[src/rtl/mem_arbiter.sv]
// Shares one word-wide memory port between instruction fetch and load/store.
// One transaction in flight; data has priority, with an anti-starvation limit for fetch.
module mem_arbiter #(
  parameter int unsigned ADDR_W     = 32,
  parameter int unsigned DATA_W     = 32,
  parameter int unsigned STARVE_MAX = 4
) (
  input  logic              clk,
  input  logic              rst,
  input  logic              if_req,
  input  logic [ADDR_W-1:0] if_addr,
  output logic              if_gnt,
  output logic              if_rvalid,
  output logic [DATA_W-1:0] if_rdata,
  input  logic              d_req,
  input  logic              d_we,
  input  logic [ADDR_W-1:0] d_addr,
  input  logic [DATA_W-1:0] d_wdata,
  output logic              d_gnt,
  output logic              d_rvalid,
  output logic [DATA_W-1:0] d_rdata,
  output logic              err,
  output logic              mem_req,
  output logic              mem_we,
  output logic [ADDR_W-1:0] mem_addr,
  output logic [DATA_W-1:0] mem_wdata,
  input  logic              mem_ack,
  input  logic [DATA_W-1:0] mem_rdata,
  output logic              busy
);

  typedef enum logic [0:0] {StIdle = 1'b0, StIssue = 1'b1} state_e;

  localparam logic [3:0] StarveMax = 4'(STARVE_MAX);

  state_e            r_state, w_state;
  logic [3:0]        r_starve_cnt, w_starve_cnt;
  logic              r_owner_d, w_owner_d;
  logic              r_we, w_we;
  logic [ADDR_W-1:0] r_addr, w_addr;
  logic [DATA_W-1:0] r_wdata, w_wdata;
  logic              r_if_rvalid, w_if_rvalid;
  logic              r_d_rvalid, w_d_rvalid;
  logic              r_err, w_err;
  logic [DATA_W-1:0] r_if_rdata, w_if_rdata;
  logic [DATA_W-1:0] r_d_rdata, w_d_rdata;

  logic              w_idle;
  logic              w_starve_hit;
  logic              w_if_gnt;
  logic              w_d_gnt;
  logic [ADDR_W-1:0] w_acc_addr;
  logic              w_misaligned;

  // Grants are gated by rst so every output reads 0 while reset is held.
  assign w_idle       = (r_state == StIdle) & rst;
  assign w_starve_hit = (r_starve_cnt == StarveMax);
  assign w_d_gnt      = w_idle & d_req & ~(if_req & w_starve_hit);
  assign w_if_gnt     = w_idle & if_req & ~w_d_gnt;
  assign w_acc_addr   = w_d_gnt ? d_addr : if_addr;
  assign w_misaligned = |w_acc_addr[1:0];

  always_comb begin
    w_state      = r_state;
    w_starve_cnt = r_starve_cnt;
    w_owner_d    = r_owner_d;
    w_we         = r_we;
    w_addr       = r_addr;
    w_wdata      = r_wdata;
    w_if_rvalid  = 1'b0;
    w_d_rvalid   = 1'b0;
    w_err        = 1'b0;
    w_if_rdata   = '0;
    w_d_rdata    = '0;

    unique case (r_state)
      StIdle: begin
        if (w_if_gnt || w_d_gnt) begin
          w_owner_d = w_d_gnt;
          w_we      = w_d_gnt & d_we;
          w_addr    = {w_acc_addr[ADDR_W-1:2], 2'b00};
          w_wdata   = w_d_gnt ? d_wdata : '0;
          if (w_if_gnt) begin
            w_starve_cnt = '0;
          end else if (if_req && !w_starve_hit) begin
            w_starve_cnt = r_starve_cnt + 4'd1;
          end
          // Misaligned words are answered locally and never reach memory.
          if (w_misaligned) begin
            w_if_rvalid = w_if_gnt;
            w_d_rvalid  = w_d_gnt;
            w_err       = 1'b1;
          end else begin
            w_state = StIssue;
          end
        end
      end
      StIssue: begin
        if (mem_ack) begin
          w_state     = StIdle;
          w_if_rvalid = ~r_owner_d;
          w_d_rvalid  = r_owner_d;
          if (!r_we) begin
            if (r_owner_d) begin
              w_d_rdata = mem_rdata;
            end else begin
              w_if_rdata = mem_rdata;
            end
          end
        end
      end
      default: w_state = StIdle;
    endcase
  end

  always_ff @(posedge clk or negedge rst) begin
    if (!rst) begin
      r_state      <= StIdle;
      r_starve_cnt <= '0;
      r_owner_d    <= 1'b0;
      r_we         <= 1'b0;
      r_addr       <= '0;
      r_wdata      <= '0;
      r_if_rvalid  <= 1'b0;
      r_d_rvalid   <= 1'b0;
      r_err        <= 1'b0;
      r_if_rdata   <= '0;
      r_d_rdata    <= '0;
    end else begin
      r_state      <= w_state;
      r_starve_cnt <= w_starve_cnt;
      r_owner_d    <= w_owner_d;
      r_we         <= w_we;
      r_addr       <= w_addr;
      r_wdata      <= w_wdata;
      r_if_rvalid  <= w_if_rvalid;
      r_d_rvalid   <= w_d_rvalid;
      r_err        <= w_err;
      r_if_rdata   <= w_if_rdata;
      r_d_rdata    <= w_d_rdata;
    end
  end

  assign if_gnt    = w_if_gnt;
  assign d_gnt     = w_d_gnt;
  assign if_rvalid = r_if_rvalid;
  assign if_rdata  = r_if_rdata;
  assign d_rvalid  = r_d_rvalid;
  assign d_rdata   = r_d_rdata;
  assign err       = r_err;
  assign mem_req   = (r_state == StIssue);
  assign busy      = (r_state == StIssue);
  assign mem_we    = r_we;
  assign mem_addr  = r_addr;
  assign mem_wdata = r_wdata;

endmodule

[config.mk]
export PLATFORM = sky130hd
export DESIGN_NAME = mem_arbiter
export DESIGN_NICKNAME = d
export VERILOG_FILES = /design/src/rtl/mem_arbiter.sv
export SDC_FILE = /design/constraint.sdc
export NUM_CORES = 1
export LEC_CHECK = 0
export ABC_AREA = 1
export CAP_MARGIN = 20
export CORE_MARGIN = 1
export CORE_UTILIZATION = 44
export CTS_BUF_LIST = sky130_fd_sc_hd__clkbuf_8
export CTS_CLUSTER_SIZE = 28
export DETAILED_ROUTE_END_ITERATION = 7
export PLACE_DENSITY = 0.88
export REMOVE_ABC_BUFFERS = 1
export SKIP_LAST_GASP = 1
export SLEW_MARGIN = 20
export SYNTH_ARGS = -nofsm -noshare
export SYNTH_HDL_FRONTEND = slang
export SYNTH_SLANG_ARGS = --single-unit
[constraint.sdc]
create_clock -name clk -period 3.55 [get_ports clk]
set_input_delay 0.355 -clock clk [delete_from_list [all_inputs] [get_ports clk]]
set_output_delay 0.355 -clock clk [all_outputs]
set_load 0.1 [all_outputs]
# Yosys cells after proc, flatten, opt, wreduce, memory -nomap -nowiden
# Cells that the tools add are included.
dict set report classes {
  eq_ne 1
  order_cmp 0
  n_div 0
  n_shift 0
  n_reduce_logical 7
  addsub 1
  bitwise 11
  mux 27
  multipliers 0
}
# operator count
set ops {}
lappend ops {{2-to-1 mux 32 bit} 10}
lappend ops {{2-to-1 mux 1 bit} 12}
lappend ops {{2-to-1 mux 4 bit} 2}
lappend ops {{bitwise AND 1 bit} 7}
lappend ops {{case mux 1 bit (2 select lines)} 3}
lappend ops {{adder 4 x 1 -> 4 bit, second input constant} 1}
lappend ops {{== test 4 x 3 -> 1 bit, second input constant} 1}
lappend ops {{inverter 1 bit} 4}
lappend ops {{AND reduction 3 bit} 1}
lappend ops {{AND reduction 2 bit} 1}
lappend ops {{nonzero test 2 bit} 1}
lappend ops {{OR reduction 2 bit} 1}
lappend ops {{logical AND 1 bit} 1}
lappend ops {{logical NOT 1 bit} 1}
lappend ops {{logical OR 1 bit} 1}
dict set report word_totals {
  rom_bits 0
  memories 0
  latchBits 0
  regBits 136
  wordCells 58
  output_inout_bits 136
  ramBits 0
  in_bits 134
}

# Longest topological paths before layout
dict set report logic_depth {
  word_depth 9
  mapped_depth 11
  mapped_depth_nobuf 10
}

# Worst setup path before layout
# Ideal clock, no wire load.
dict set report synth_path {
  path_type {flip-flop to output port}
  from {reg r_state (netlist: busy)}
  to {out if_gnt}
  slack_ps 1199
  required_ps 3195
  arrival_ps 1996
  stages_incl_launch_ff 7
  n_path_buf 0
  cell_sequence {dfrtp_1 inv_2 nand2_2 nor2_4 nand2_4 nand2_1 inv_1}
}
dict set report synth_between {
  elab_chain_len 6
  elab_cells_between_ends 7
  classes_between {7 x bitwise}
}
# item line
set synth_rtl {}
lappend synth_rtl {{from (decl)} 36} ;# state_e r_state, w_state;
lappend synth_rtl {{from (signal assigned)} 118} ;# r_state <= StIdle;
lappend synth_rtl {{from (signal assigned)} 130} ;# r_state <= w_state;
lappend synth_rtl {{inverter 1 bit (no source line) (*)} --}
lappend synth_rtl {{bitwise AND 1 bit (*)} 56} ;# assign w_idle = (r_state == StIdle) & rst;
lappend synth_rtl {{bitwise AND 1 bit (2 in a row)} 58} ;# assign w_d_gnt = w_idle & d_req & ~(if_req & w_starve_hit);
lappend synth_rtl {{inverter 1 bit} 59} ;# assign w_if_gnt = w_idle & if_req & ~w_d_gnt;
lappend synth_rtl {{bitwise AND 1 bit (*)} 59}
lappend synth_rtl {{to (decl)} 12} ;# output logic if_gnt,
# Every way passes the cells marked *; elsewhere a longest branch is shown, timed or not.

# Worst setup path in the final report
dict set report layout_path {
  from {in rst}
  to {out d_gnt}
}
dict set report layout_between {
  elab_chain_len 3
}
# item line
set layout_rtl {}
lappend layout_rtl {{from (decl)} 9} ;# input logic rst,
lappend layout_rtl {{bitwise AND 1 bit} 56}
lappend layout_rtl {{bitwise AND 1 bit (2 in a row)} 58}
lappend layout_rtl {{to (decl)} 19} ;# output logic d_gnt,
# Every way passes these cells.

==> out/summary.txt <==
Number of max-slew violations in the final report -> 0
Power Total -> 5.15 mW
Static leakage power -> 4.00 nW
Clock slew seen by the registers of the worst setup and hold paths -> 0.08 ns
Die span in y -> 111 um
TritonCTS Buffers -> 17
Count of antenna-violating nets left after detailed routing -> 0
Number of setup violations in the final report -> 0
Setup repair bufs after CTS -> 0
Via density per instance -> 5.14
Clock share of power -> 0.275
Crit path buf inv count -> 4
Number of DRC markers in iteration 0 -> 373
Top cell type's share of synthesized area -> 0.654
Cell variety after synth -> 24
Path depth of the worst reg2reg path -> 10
Worst Path Arrival -> 2.71 ns
Sw Ratio -> 0.420
Skew-Pair Late Insertion Delay -> 0.44 ns
Final non-filler cell area -> 0.00838 sq mm
Critical path startpoint -> rst
Synth Instances -> 536
Global-route wire length before repair -> 26600 um
Synthesized flop and latch total -> 136
Wirelength, routed -> 16700 um
Sequential Power Share -> 0.349
Maximum achievable frequency -> 326 MHz
Cell type contributing the most total cell area after synthesis -> dfrtp_1
Die Footprint -> 0.0123 sq mm
Class of the worst hold path -> primary input to flop
Int Pwr -> 2.98 mW
Pwr dens -> 614 mW/mm^2
Clock skew -> 0.00828 ns
Number of cells on the critical path -> 7
Global Route Usage Sum -> 0.282
Biggest area contributors in the synthesized netlist -> dfrtp_1 65%, nand2_1 12%, nand3_1 6.5%, nor3_1 6.2%, inv_1 2.8%
Least-Margin Pin Slew -> 1.05 ns
Worst VDD drop -> 564 uV
Clock sink total -> 136
CP cell instances -> dlygate4sd3_1 -> buf_6 -> nand2_2 -> nor2_4 -> nand2_4 -> inv_2 -> buf_12
Kind of start point of the critical path -> primary input
DIE WIDTH -> 111 um
IO Pins -> 270
Share of total power in combinational logic -> 0.376
Worst r2r dst -> mem_addr[21]
Setup repair after global routing missed its margin -> false
Count of buffers from port buffering -> 267
GP Congestion -> 0.871
Clock root buffer -> clkbuf_8
Crit-path max cell delay -> 0.55 ns
Remaining design rule violation count -> 0
Clk buf depth -> 2
Share of synthesized area occupied by flip-flops and latches -> 0.654
Final cycle utilization of the critical path -> 0.864
Final design utilization -> 0.731
Number of vias in the routed layout -> 4897
Critical path destination -> d_gnt
Setup TNS -> 0 ns
CTS tree -> done
Status -> completed
Top library cells by usage in the layout, fill and taps aside -> 263 x clkdlybuf4s50_1, 167 x nand2_1, 135 x dfrtp_1, 68 x nand3_1, 64 x nor3_1
NumNets Final -> 932
Most common cell after layout, fill and taps aside -> clkdlybuf4s50_1
Area inside the core boundary -> 0.0115 sq mm
Pin count of the biggest net entering global routing -> 77
Max H-tree Level -> 4
Yosys Warn Count -> 0
Area growth from synthesis to layout -> 60.9%
Shortest clock period the worst path allows after layout -> 3.07 ns
Max_cap viols -> 0
R2R setup slack -> 1.32 ns
Filler instances -> 750
Number of hold violations in the final report -> 0
Mapped Avg Cell Area -> 9.72 sq um
Post-detailed-placement half-perimeter wirelength -> 11900 um
Critical path required time -> 3.19 ns
Category of the most critical setup path -> primary input to output port
Source of the worst register-to-register timing path -> r_starve_cnt[0]
Average wire per cell in the routed design -> 17.5 um
Tightest slew margin relative to the limit -> 0.301
Slowest cell on crit path -> dlygate4sd3_1
Sum of overflow across all layers after global routing -> 0
Number of global-route vias before repair -> 5227
Top cell family by delay on the critical path -> buffers and inverters
Mapped Area -> 0.00521 sq mm
Sw power -> 2.16 mW
Number of placement rows -> 39
Crit-path max FO -> 76
Diode count -> 0
Number of antenna violations at the first check in global routing -> 0
Initial cell density of the core -> 0.454
Crit path capture type -> output port
Share of cells above drive strength 1 -> 0.0655
Number of detailed-routing iterations run before antenna repair -> 4
Placed cell areas -> 0.00792 sq mm
state kept, by name, summed over array words and instances, names as in the netlist:
name and flops:
busy 1, d_rdata 32, d_rvalid 1, err 1, if_rdata 32, if_rvalid 1
mem_addr 30, mem_wdata 32, mem_we 1, r_owner_d 1, r_starve_cnt 4
worst register-to-register path: cells and delay by family (launching register included):
kind / cells / cell delay, ns
simple gates: 5 / 0.60
flops: 1 / 0.37
buf+inv: 4 / 0.99
fa+ha+maj: 1 / 0.20
through the flow:
stage	setup slack [ns]	cells	hold WS, ns
floorplan	0.403	502	0.0594
global placement	1.08	919	0.402
detailed placement	0.988	919	0.413
CTS	0.429	952	0.417
global route	0.210	952	0.437
finish	0.483	952	0.446
synth_stat cells:
library cell and n:
dfrtp_1 136, nand2_1 167, conb_1 1, nor2_1 6
buf_2 16, or2_2 1, ha_1 2, nand3_2 1
buf_4 3, nand2_4 1, inv_1 39, xor2_1 1
nand3_1 68, inv_2 3, buf_1 5, o21ai_0 5
nand2_2 3, nor3_1 64, nor2_4 1, clkbuf_1 7
clkinv_1 1, xnor2_1 1, buf_8 3, buf_6 1
worst min-delay path by stage:
| stage | startpoint | to | cells after the start |
|---|---|---|---|
| after global routing | d_wdata[28] | mem_wdata[28] | 3 |
| final | d_wdata[30] | mem_wdata[30] | 3 |
| after CTS | d_wdata[4] | mem_wdata[4] | 3 |
| after global placement | rst | if_rdata[17] | 1 |
| after detailed placement | rst | d_rdata[17] | 1 |
| after floorplan | rst | busy | 0 |
final cells by class:
class | instances | area [sq um] | area share
sequential | 136 | 3400 | 0.406
timing repair buffer | 275 | 2740 | 0.327
multi-input combinational | 323 | 1440 | 0.172
clock buffer | 20 | 275 | 0.0329
tap | 143 | 179 | 0.0214
clock inverter | 12 | 174 | 0.0208
inverter | 43 | 161 | 0.0193
layer usage:
layer  up-vias  track usage  share of wire
met5         -            0              0
met2       247        0.456           0.50
met3        50        0.123           0.11
met4         0        0.144          0.036
li1       2209            -              -
met1      2391        0.317           0.35
logic make-up (layout without fill, tap and decap cells):
| group | Yosys count | in the layout | synth area share |
|---|---|---|---|
| other | 1 | 2 | 0.000720 |
| adders and majority gates | 2 | 2 | 0.00480 |
| buffers and inverters | 78 | 350 | 0.0702 |
| xor gates and xnor gates | 2 | 2 | 0.00336 |
| DFF | 136 | 136 | 0.654 |
| and+or+nand+nor | 312 | 312 | 0.263 |
| AOI/OAI and AO/OA | 5 | 5 | 0.00480 |
power groups by stage:
stage               combinational (mW)  clock, mW  sequential [mW]
floorplan                        0.230          0             2.91
global placement                  1.91          0             1.81
detailed placement                1.94          0             1.82
CTS                               1.94       1.44             1.79
global route                      2.01       1.50             1.81
finish                            1.94       1.41             1.79
what timing repair did:
| item | 4_1_cts | 5_1_grt |
|---|---|---|
| gates resized for setup | 0 | 0 |
| hold buffers | 1 | 0 |
| hold endpoints to repair | 72 | 0 |
No activity file was read; power rests on OpenSTA's default activity.
